`src/rtl/text_pkg.sv`:
```
// text_pkg: shared constants and types for the text-mode renderer.
//   CHAR_W/CHAR_H  glyph cell size in pixels
//   ROW_STRIDE     words per character row in text_ram
//   LATENCY        clocks from x/y/sync sample to rgb/sync output
//   attr_t         attribute byte layout {blink, bg[2:0], fg[3:0]}
//   PALETTE        16-entry CGA colour table, {r,g,b} 4 bits each
package text_pkg;

    localparam int unsigned CHAR_W     = 8;
    localparam int unsigned CHAR_H     = 16;
    localparam int unsigned ROW_STRIDE = 32;
    localparam int unsigned LATENCY    = 5;

    typedef struct packed {
        logic       blink;  // attr[7]
        logic [2:0] bg;     // attr[6:4]
        logic [3:0] fg;     // attr[3:0]
    } attr_t;

    // Index 15 is the leftmost element of the packed array.
    localparam logic [15:0][11:0] PALETTE = {
        12'hFFF, 12'hFF5, 12'hF5F, 12'hF55,
        12'h5FF, 12'h5F5, 12'h55F, 12'h555,
        12'hAAA, 12'hA50, 12'hA0A, 12'hA00,
        12'h0AA, 12'h0A0, 12'h00A, 12'h000
    };

    // Colour index for one pixel; a blinking cell in its off phase shows
    // background in place of foreground.
    function automatic logic [3:0] pixel_index(input attr_t a,
                                               input logic  bit_on,
                                               input logic  blink_phase);
        logic [3:0] bg_idx;
        bg_idx = {1'b0, a.bg};
        if (!bit_on || (a.blink && blink_phase)) begin
            return bg_idx;
        end
        return a.fg;
    endfunction

endpackage

```
`src/rtl/text_palette.sv`:
```
// text_palette: registered 4-bit colour index -> 12-bit RGB lookup.
//   clk      in   pixel clock
//   rst      in   synchronous active-high reset
//   valid_i  in   pixel is inside the text area; otherwise output black
//   idx_i    in   palette index
//   rgb_o    out  registered {r,g,b}
module text_palette
    import text_pkg::*;
(
    input  logic        clk,
    input  logic        rst,
    input  logic        valid_i,
    input  logic [3:0]  idx_i,
    output logic [11:0] rgb_o
);

    logic [11:0] rgb_q;

    always_ff @(posedge clk) begin
        if (rst) begin
            rgb_q <= '0;
        end else begin
            rgb_q <= valid_i ? PALETTE[idx_i] : '0;
        end
    end

    assign rgb_o = rgb_q;

endmodule

```
`src/rtl/text_renderer.sv`:
```
// text_renderer: read side of the text_ram character buffer. Turns VGA
// timing into RGB pixels via a 5-stage pipeline:
//   E1 address/side-band register, E2 RAM read, E3 font address,
//   E4 ROM read, E5 palette lookup.
// Ports:
//   clk, rst                 pixel clock, synchronous active-high reset
//   x, y, de_in, hs_in, vs_in  timing generator inputs
//   ram_adb, ram_ceb, ram_oce  text_ram port B address/enables
//   ram_dout                 text_ram read data {attr, char}
//   font_ad, font_dout       font_rom address {char, row} and glyph row
//   rgb, de_out, hs_out, vs_out  pixel and sync outputs, LATENCY aligned
module text_renderer
    import text_pkg::*;
#(
    parameter int unsigned TEXT_COLS    = 30,
    parameter int unsigned TEXT_ROWS    = 17,
    parameter int unsigned BLINK_FRAMES = 32,
    parameter logic        SYNC_POL     = 1'b0
) (
    input  logic        clk,
    input  logic        rst,
    input  logic [9:0]  x,
    input  logic [9:0]  y,
    input  logic        de_in,
    input  logic        hs_in,
    input  logic        vs_in,
    output logic [9:0]  ram_adb,
    output logic        ram_ceb,
    output logic        ram_oce,
    input  logic [15:0] ram_dout,
    output logic [11:0] font_ad,
    input  logic [7:0]  font_dout,
    output logic [11:0] rgb,
    output logic        de_out,
    output logic        hs_out,
    output logic        vs_out
);

    localparam int CNT_W = (BLINK_FRAMES > 1) ? $clog2(BLINK_FRAMES) : 1;

    logic [4:0] col;
    logic [4:0] row;
    logic       in_range;

    assign col = x[7:3];
    assign row = y[8:4];

    // The x/y range checks stop wrapped coordinates from aliasing onto
    // real cells; the address itself is issued unconditionally.
    assign in_range = de_in && (x[9:8] == 2'b00) && !y[9]
                   && (32'(col) < TEXT_COLS) && (32'(row) < TEXT_ROWS);

    // Pipeline registers
    logic [9:0]               adb_q;
    logic [3:0][2:0]          px_q;     // px_q[3] is aligned with E5
    logic [1:0][3:0]          grow_q;   // grow_q[1] is aligned with E3
    logic [3:0]               inr_q;    // inr_q[3] is aligned with E5
    logic [11:0]              font_ad_q;
    attr_t                    attr_q;
    attr_t                    attr_e4_q;
    logic [LATENCY-1:0]       de_sr_q;
    logic [LATENCY-1:0]       hs_sr_q;
    logic [LATENCY-1:0]       vs_sr_q;

    // Blink state
    logic             vs_prev_q;
    logic [CNT_W-1:0] frame_cnt_q, frame_cnt_d;
    logic             blink_q, blink_d;

    always_ff @(posedge clk) begin
        if (rst) begin
            adb_q     <= '0;
            px_q      <= '0;
            grow_q    <= '0;
            inr_q     <= '0;
            font_ad_q <= '0;
            attr_q    <= '0;
            attr_e4_q <= '0;
            de_sr_q   <= '0;
            // Inactive level so a mid-frame reset cannot emit a sync pulse.
            hs_sr_q   <= {LATENCY{~SYNC_POL}};
            vs_sr_q   <= {LATENCY{~SYNC_POL}};
        end else begin
            adb_q     <= {row, col};
            px_q      <= {px_q[2:0], x[2:0]};
            grow_q    <= {grow_q[0], y[3:0]};
            inr_q     <= {inr_q[2:0], in_range};
            font_ad_q <= {ram_dout[7:0], grow_q[1]};
            attr_q    <= attr_t'(ram_dout[15:8]);
            attr_e4_q <= attr_q;
            de_sr_q   <= {de_sr_q[LATENCY-2:0], de_in};
            hs_sr_q   <= {hs_sr_q[LATENCY-2:0], hs_in};
            vs_sr_q   <= {vs_sr_q[LATENCY-2:0], vs_in};
        end
    end

    always_comb begin
        frame_cnt_d = frame_cnt_q;
        blink_d     = blink_q;
        // Leading edge of vs: transition into the active level.
        if ((vs_in == SYNC_POL) && (vs_prev_q != SYNC_POL)) begin
            if (frame_cnt_q == CNT_W'(BLINK_FRAMES - 1)) begin
                frame_cnt_d = '0;
                blink_d     = ~blink_q;
            end else begin
                frame_cnt_d = frame_cnt_q + CNT_W'(1);
            end
        end
    end

    always_ff @(posedge clk) begin
        if (rst) begin
            vs_prev_q   <= ~SYNC_POL;
            frame_cnt_q <= '0;
            blink_q     <= 1'b0;
        end else begin
            vs_prev_q   <= vs_in;
            frame_cnt_q <= frame_cnt_d;
            blink_q     <= blink_d;
        end
    end

    // E5: glyph bit select (bit 7 = leftmost pixel) and colour lookup
    logic       pix_bit;
    logic [3:0] pix_idx;

    assign pix_bit = font_dout[3'd7 - px_q[3]];
    assign pix_idx = pixel_index(attr_e4_q, pix_bit, blink_q);

    text_palette u_palette (
        .clk     (clk),
        .rst     (rst),
        .valid_i (inr_q[3]),
        .idx_i   (pix_idx),
        .rgb_o   (rgb)
    );

    assign ram_adb = adb_q;
    assign ram_ceb = 1'b1;
    assign ram_oce = 1'b1;
    assign font_ad = font_ad_q;
    assign de_out  = de_sr_q[LATENCY-1];
    assign hs_out  = hs_sr_q[LATENCY-1];
    assign vs_out  = vs_sr_q[LATENCY-1];

endmodule

```
`config.mk`:
```
export PLATFORM = sky130hd
export DESIGN_NAME = text_renderer
export DESIGN_NICKNAME = d
export VERILOG_FILES = /design/src/rtl/text_pkg.sv /design/src/rtl/text_palette.sv /design/src/rtl/text_renderer.sv
export SDC_FILE = /design/constraint.sdc
export NUM_CORES = 1
export LEC_CHECK = 0
export ABC_CLOCK_PERIOD_IN_PS = 5700
export CAP_MARGIN = 20
export CORE_ASPECT_RATIO = 1.2
export CORE_MARGIN = 4
export CORE_UTILIZATION = 30
export CTS_CLUSTER_SIZE = 10
export DETAILED_ROUTE_END_ITERATION = 7
export GPL_ROUTABILITY_DRIVEN = 1
export GPL_TIMING_DRIVEN = 0
export HOLD_SLACK_MARGIN = 0.06
export PLACE_DENSITY = 0.56
export SETUP_SLACK_MARGIN = 0.02
export SLEW_MARGIN = 20
export SYNTH_ARGS = -nofsm -noshare
export SYNTH_HDL_FRONTEND = slang
export SYNTH_HIERARCHICAL = 1
export SYNTH_SLANG_ARGS = --single-unit
```
`constraint.sdc`:
```
create_clock -name clk -period 5.7 [get_ports clk]
set_input_delay 0.57 -clock clk [delete_from_list [all_inputs] [get_ports clk]]
set_output_delay 0.57 -clock clk [all_outputs]
set_load 0.02 [all_outputs]
```
* Yosys cells after proc, flatten, opt, wreduce, memory -nomap -nowiden
Memory sizes are Yosys's and may differ from the RTL's. A register that Yosys moved wholly into a read port is not among the register bits. Index checks and enable logic that the tools add are counted.
Storage, ports and cells: memories 1, word-level logic and storage cells 49, input bits 49, bits in read-only memories 192, bits in registers 84, output and inout bits 39
Operators by class: $add $sub $neg 2, mux-type cells 6, $lt $le $gt $ge 3, reductions and logical operators 12, eq/ne operators 1, bitwise logic cells 3
Memory list:
- (no name shown) | depth 16, width 12, read ports 1, clocked after Yosys merged registers in 1, wr ports 0, RTL line text_palette.sv:23 | rgb_q <= valid_i ? PALETTE[idx_i] : '0;
Operators with widths (number):
- 5-bit < comparator (second input constant) | 2
- 4-bit two-way mux | 2
- 1-bit logical AND | 6
- 5-bit by 1-bit adder with 5-bit output (second input constant) | 1
- 5-bit equality test (second input constant) | 1
- 5-bit two-way mux | 1
- 3-bit by 4-bit < comparator with 1-bit output (second input constant) | 1
- 1-bit binary-select mux with 3-bit select | 1
- 1-bit inverter | 3
- 3-bit subtractor (first input constant) | 1
- 1-bit logical NOT | 2
- 2-bit logical NOT | 1
- 1-bit two-way mux | 2
- 2-bit AND reduction | 1
- 2-bit OR reduction | 1
- 1-bit logical OR | 1

* Longest topological paths before layout
Gate-level depths: netlist (run 1).
word-level depth 7, gate-level depth with buffers 7, gate-level depth less buffers 7

* Cells and area by module
Netlist (run 1), hierarchy kept.
By module, submodules not included:
- text_renderer | instances 1, area each 2504.9 µm², cells an instance 217, sequential area each 1661.6 µm²
- text_palette | instances 1, area each 216.5 µm², cells an instance 20, sequential area each 100.1 µm²

* Worst setup path after synthesis (run 1)
OpenSTA, ideal clock, no wires.
path kind in2reg, start input font_dout[2], end register u_palette.rgb_q[5] (netlist: u_palette/rgb_o[5]), data required time 5.578 ns, buffers on the path 0, data arrival time 1.950 ns, slack 3.629 ns, cell stages on the path 5, library setup time 0.122 ns, cell sequence mux2i_1 -> nor3b_1 -> o41ai_2 -> mux2_2 -> o311a_1
Between the ends: word-level cells in the longest chain between the ends 6
RTL lines:
- from (decl) | RTL line text_renderer.sv:32 | input logic [7:0] font_dout,
- 1-bit binary-select mux with 3-bit select | RTL line text_renderer.sv:127 | assign pix_bit = font_dout[3'd7 - px_q[3]];
- 1-bit two-way mux (implied by the code) | RTL line text_renderer.sv:127
- 1-bit logical NOT | RTL line text_pkg.sv:35 | if (!bit_on || (a.blink && blink_phase)) begin
- 1-bit logical OR | RTL line text_pkg.sv:35
- 1-bit two-way mux | RTL line text_pkg.sv:35
- 4-bit two-way mux | RTL line text_pkg.sv:38 | return a.fg;
- net pix_idx[0] | RTL line text_renderer.sv:125 | logic [3:0] pix_idx;
- to (decl) | RTL line text_palette.sv:17 | logic [11:0] rgb_q;
The timed path passes the listed nets, and every way through them passes these cells. The select of a mux whose other input is x is not followed. A chain may end at the register's enable or synchronous reset.

* Worst setup path in the final report (run 1)
start input font_dout[3], end register u_palette.rgb_q[5] (netlist: u_palette/rgb_o[5])
Same word-level chain as after synthesis.

==> impl_metrics.json, run 1 <==
{
  "status": "complete, no violations",
  "reg2reg_slack_ps": 3450,
  "die_h_um": 112,
  "yosysWarningCount": 6,
  "slowest_delay_ps": 650,
  "place_congestion": 0.702,
  "slowest_stage": "o41ai_2",
  "synth_edf_count": 0,
  "powerDensity_mw_per_mm2": 295,
  "clk_pin_slew_ps": 90,
  "syn_area_mm2": 0.00272,
  "startpoint": "font_dout[3]",
  "ys_types": 32,
  "drc": 0,
  "max_freq_mhz": 419,
  "wl_met3_um": 466,
  "viasPerCell": 3.93,
  "grtUsageTotal": 0.0970,
  "ys_seq_elements": 88,
  "antenna_found_initial": 0,
  "rsz0062_at_grt": "false",
  "met1_length_um": 1980,
  "postCtsSetupBuffers": 0,
  "multi_input_area_um2": 846,
  "fillers": 866,
  "dr.pass1.iters": 4,
  "start_kind": "primary input",
  "synth_most_common_cell": "dfxtp_1",
  "ir_worst_vdd_uv": 141,
  "worst_slew_pin_slew_ps": 637,
  "placed_cells": 440,
  "tritoncts": "built",
  "worst-path-stages": 6,
  "min_period_over_period": 0.419,
  "rr_endpoint": "u_palette/rgb_o[5]",
  "crit_path_cell_trace": "clkdlybuf4s50_1 -> mux2i_1 -> nor3b_1 -> o41ai_2 -> mux2_2 -> o311a_1",
  "crit_fanout": 4,
  "syn_to_final_growth_pct": 44.0,
  "post_dp_cell_area_mm2": 0.00372,
  "wire_per_inst_um": 10.6,
  "vias": 1794,
  "fp-row-count": 37,
  "final_cells": 456,
  "stdcell_area_mm2": 0.00392,
  "cts_inserted_buffers": 9,
  "synth_top_area_cell": "dfxtp_1",
  "critical_path_class": "primary input to flip-flop",
  "core_area_mm2": 0.00870,
  "wl_met2_um": 2310,
  "synth_area_per_cell_um2": 11.5,
  "final_max_slew_viol_count": 0,
  "finalSetupViolCount": 0,
  "start_util": 0.313,
  "hold_ws_ps": 412,
  "grt_pass1_vias": 1749,
  "drt-total-wl_um": 4840,
  "nNetsFinal": 385,
  "clock_path_buffers": 2,
  "drive_above_1_share": 0.124,
  "cp-end-kind": "flip-flop",
  "io_pins": 88,
  "grt_pass1_wl_um": 7990,
  "place_hpwl_um": 3610,
  "drv_cap": 0,
  "ant_nets": 0,
  "grt_max_degree": 16,
  "synth_cells": 237,
  "crit_buf_inv": 1,
  "cp_data_required_time_ps": 5930,
  "yosysSeqAreaShare": 0.647,
  "port_buffers": 85,
  "fin_skew_ps": 7.84,
  "reg2reg_from": "px_q[9]",
  "first_iter_violations": 40,
  "postCtsHoldBufs": 0,
  "h-tree-depth": 3,
  "critPathArrivalTime_ps": 2620,
  "synthTopCellsByArea": "dfxtp_1 (65%), nor2b_1 (15%), buf_4 (2.5%)",
  "die_area_mm2": 0.0107,
  "tns_ps": 0,
  "cellLeakagePower_nw": 1.50,
  "ff2ff_path_depth": 5,
  "fin_total_pwr_w": 0.00116,
  "synthArstFlopShare": 0,
  "max-slew-margin-rel": 0.570,
  "hold_viol_final": 0,
  "cts_root_buffer": "clkbuf_8",
  "top_layer": "met4",
  "postCtsResizedCells": 0,
  "synth_top_area_frac": 0.647,
  "die_width_um": 94.9,
  "synth_ff_type": "dfxtp_1",
  "ys_top_cells_by_count": "dfxtp_1 (88), nor2b_1 (66), or2_2 (10), buf_4 (9), clkbuf_1 (9)",
  "seqCellArea_mm2": 0.00176,
  "clk_latency_ps": 340,
  "endpoint": "u_palette/rgb_o[5]",
  "cts_sinks": 88,
  "hold_path.class": "flip-flop to flip-flop",
  "antenna_cells": 0,
  "gr-total-overflow": 0,
  "period_needed_ps": 2390,
  "crit_family": "compound AO/OA/AOI/OAI gates"
}
metrics by stage:
stage | utilization | setup slack (ps)
6_report | 0.450 | 3310
5_1_grt | 0.450 | 3180
4_1_cts | 0.450 | 3270
3_5_place_dp | 0.428 | 2880
3_3_place_gp | 0.428 | 2870
2_1_floorplan | - | 3630
worst min path at each step:
stage,start,endpoint,slack [ps],cells after the start
6_report,hs_sr_q[0],hs_sr_q[1],410,1
5_1_grt,vs_sr_q[2],vs_sr_q[3],430,1
4_1_cts,hs_sr_q[3],hs_sr_q[4],410,1
3_5_place_dp,vs_sr_q[2],vs_sr_q[3],390,1
3_3_place_gp,hs_sr_q[3],hs_sr_q[4],390,1
2_1_floorplan,hs_sr_q[0],hs_sr_q[1],390,1
power breakdown:
group          internal (W)  total [W]  leakage, nW  switching, W
combinational     0.0000594  0.0000970        0.682     0.0000375
sequential         0.000637   0.000642        0.724    0.00000590
clock              0.000205   0.000418       0.0968      0.000213
total              0.000901    0.00116         1.50      0.000257
final cells by class:
cell class | instances | area share
clock inverter | 6 | 0.0176
buffer | 19 | 0.0271
sequential | 88 | 0.450
multi-input combinational | 128 | 0.216
timing repair buffer | 85 | 0.217
tap | 117 | 0.0374
clock buffer | 10 | 0.0326
inverter | 3 | 0.00287
sequential cells by signal (all words and copies together), names as in the netlist:
name	count
de_sr_q	5
px_q	12
blink_q	1
vs_sr_q	5
ram_adb	10
attr_e4_q	8
frame_cnt_q	5
hs_sr_q	5
attr_q	8
grow_q	8
inr_q	4
u_palette/rgb_o	5
font_ad	12
routing by layer:
metal | vias to the layer above | track usage
met5 | - | 0
met3 | 9 | 0.0529
met1 | 792 | 0.104
met2 | 56 | 0.158
li1 | 937 | -
met4 | 0 | 0.0375
worst reg2reg max path, stage by stage (launching register included):
cell,delay [ps]
dfxtp_1,420
mux2i_1,200
nor3b_1,80
o41ai_2,650
mux2_2,430
o311a_1,360
cell families (layout without fill, tap and decap cells):
| family | Yosys count | after routing | synth area share |
|---|---|---|---|
| and+or+nand+nor | 104 | 104 | 0.236 |
| DFF | 88 | 88 | 0.647 |
| buffers and inverters | 22 | 123 | 0.0432 |
| AOI/OAI and AO/OA | 11 | 11 | 0.0290 |
| muxes | 8 | 8 | 0.0308 |
| adders and majority gates | 2 | 2 | 0.00919 |
| other | 1 | 2 | 0.00138 |
| xor gates and xnor gates | 1 | 1 | 0.00322 |
cell usage in the layout (no fill, tap or decap), types with 5 or more instances in the layout:
| master | count |
|---|---|
| dfxtp_1 | 88 |
| clkdlybuf4s50_1 | 85 |
| nor2b_1 | 66 |
| clkbuf_1 | 10 |
| or2_2 | 10 |
| buf_4 | 9 |
| clkbuf_8 | 9 |
| nor2_1 | 8 |
| mux2i_1 | 5 |
No activity file was read; power rests on OpenSTA's default activity.
==> inputs of run 2 (changes only) <==
Settings changed: ABC_CLOCK_PERIOD_IN_PS 5700 to 1900, PLACE_DENSITY 0.56 to 0.58.
Clock period 5.7 ns to 1.9 ns, I/O delays scaled along.
==> run 2 against run 1 <==
Against the previous run:
- register-to-register slack worse by 3500 ps
- non-clock buffer count increased by 3
- count of clock-buffer cells in the layout increased by 2
- worst setup slack worse by 3400 ps
- total power rose to 3.0 times the previous value
- flip-flop and latch count is the same
- critical path depth grew 1
- via count rose by 2.2%
- the flow now finishes with violations (setup timing)
- worst hold slack got worse by 21 ps
- cell count increased by 0.66%
- clock skew fell by 2.5 ps
==> impl_metrics.json, run 2 (synthesis gave the netlist of run 1 again) <==
{
  "cellLeakagePower_nw": 1.52,
  "fillers": 867,
  "hold_path.class": "primary input to flip-flop",
  "clock_path_buffers": 2,
  "place_hpwl_um": 3650,
  "ant_nets": 0,
  "cp-end-kind": "flip-flop",
  "nNetsFinal": 388,
  "worst_slew_pin_slew_ps": 508,
  "multi_input_area_um2": 878,
  "crit_path_cell_trace": "mux2i_1 -> nor3b_2 -> o41ai_4 -> buf_6 -> mux2_4 -> and3b_1 -> o21a_1",
  "cp_data_required_time_ps": 2140,
  "die_h_um": 112,
  "place_congestion": 0.675,
  "fin_skew_ps": 5.38,
  "post_dp_cell_area_mm2": 0.00372,
  "die_width_um": 94.9,
  "grt_pass1_vias": 1740,
  "min_period_over_period": 1.02,
  "ir_worst_vdd_uv": 441,
  "drc": 0,
  "drt-total-wl_um": 4900,
  "layout_common_cells": "dfxtp_1 (85), clkdlybuf4s50_1 (85), nor2b_1 (66)",
  "powerDensity_mw_per_mm2": 883,
  "antenna_cells": 0,
  "core_area_mm2": 0.00870,
  "min_to": "px_q[0]",
  "start_kind": "flip-flop",
  "critical_path_class": "flip-flop to flip-flop",
  "grt_pass1_wl_um": 8070,
  "io_pins": 88,
  "fin_total_pwr_w": 0.00353,
  "hold_ws_ps": 391,
  "viasPerCell": 3.99,
  "vias": 1833,
  "hold_depth": 2,
  "seqCellArea_mm2": 0.00177,
  "clk_latency_ps": 340,
  "period_needed_ps": 1940,
  "dr.pass1.iters": 2,
  "ff2ff_path_depth": 7,
  "tritoncts": "built",
  "reg2reg_from": "px_q[9]",
  "wire_per_inst_um": 10.7,
  "worst-path-stages": 7,
  "port_buffers": 85,
  "status": "finished with violations",
  "critPathArrivalTime_ps": 2180,
  "fp-row-count": 37,
  "violations": "setup timing",
  "final_max_slew_viol_count": 0,
  "drive_above_1_share": 0.149,
  "crit_family": "multiplexers",
  "finalSetupViolCount": 2,
  "rr_endpoint": "u_palette/rgb_o[4]",
  "drv_cap": 0,
  "stdcell_area_mm2": 0.00400,
  "slowest_delay_ps": 370,
  "hp-start": "x[0]",
  "start_util": 0.313,
  "grt_max_degree": 15,
  "h-tree-depth": 3,
  "max_freq_mhz": 514,
  "rsz0062_at_grt": "true",
  "die_area_mm2": 0.0107,
  "gr-total-overflow": 0,
  "hold_viol_final": 0,
  "first_iter_violations": 12,
  "grtUsageTotal": 0.0988,
  "max-slew-margin-rel": 0.661,
  "slowest_stage": "dfxtp_4",
  "syn_to_final_growth_pct": 46.8,
  "cts_sinks": 88,
  "final.setup.worst_slack_ps": -44.7,
  "tns_ps": -50.6,
  "clk_pin_slew_ps": 80,
  "cts_inserted_buffers": 9,
  "crit_fanout": 4,
  "crit_buf_inv": 1,
  "reg2reg_slack_ps": -40,
  "antenna_found_initial": 0,
  "cts_root_buffer": "clkbuf_8"
}
-- run 2: changes by cell type in the layout (fill, tap and decap cells not counted), sizes merged --
cell,delta
clkbuf,+2
clkinvlp,+2
buf,+3
inv,-1
clkinv,-3
-- run 2: per-layer routing --
layer | up-vias | track usage | part of all wire
met3 | 14 | 0.0422 | 0.092
met4 | 0 | 0.0606 | 0.027
met1 | 819 | 0.102 | 0.39
li1 | 941 | - | -
met2 | 59 | 0.163 | 0.49
met5 | - | 0 | 0
-- run 2: how the worst max path moves through the flow --
stage / start / to / slack, ps
after floorplan: px_q[10] / u_palette/rgb_o[4] / 20
after global placement: font_dout[5] / u_palette/rgb_o[4] / -470
after detailed placement: font_dout[5] / u_palette/rgb_o[4] / -480
after CTS: px_q[9] / u_palette/rgb_o[4] / -70
after global routing: px_q[9] / u_palette/rgb_o[4] / -90
final: px_q[9] / u_palette/rgb_o[4] / -40
-- run 2: cell type report --
class                   count  share of cell area
inverters                   3             0.00282
repair buffers             88               0.220
clock buffers              12              0.0388
well taps                 117              0.0366
multi-input cells         128               0.220
clock inverters             4              0.0132
flip-flops and latches     88               0.443
plain buffers              19              0.0266
-- run 2: power breakdown --
| part | total [W] | switching, W | internal (W) | leakage [nW] |
|---|---|---|---|---|
| sequential | 0.00193 | 0.0000177 | 0.00191 | 0.725 |
| clock | 0.00130 | 0.000616 | 0.000680 | 0.0948 |
| combinational | 0.000303 | 0.000116 | 0.000188 | 0.704 |
-- run 2: what timing repair did --
item	CTS	global route
pin swaps	2	1
setup endpoints to repair	5	3
resized for setup	6	4
buffers inserted	2	1
hold buffers	0	0
-- run 2: stage by stage --
step,instances,setup WS (ps),utilization
finish,459,-44.7,0.459
global route,459,-91.5,0.459
CTS,458,-72.4,0.457
detailed placement,440,-485,0.428
global placement,440,-474,0.428
floorplan,238,19.1,-
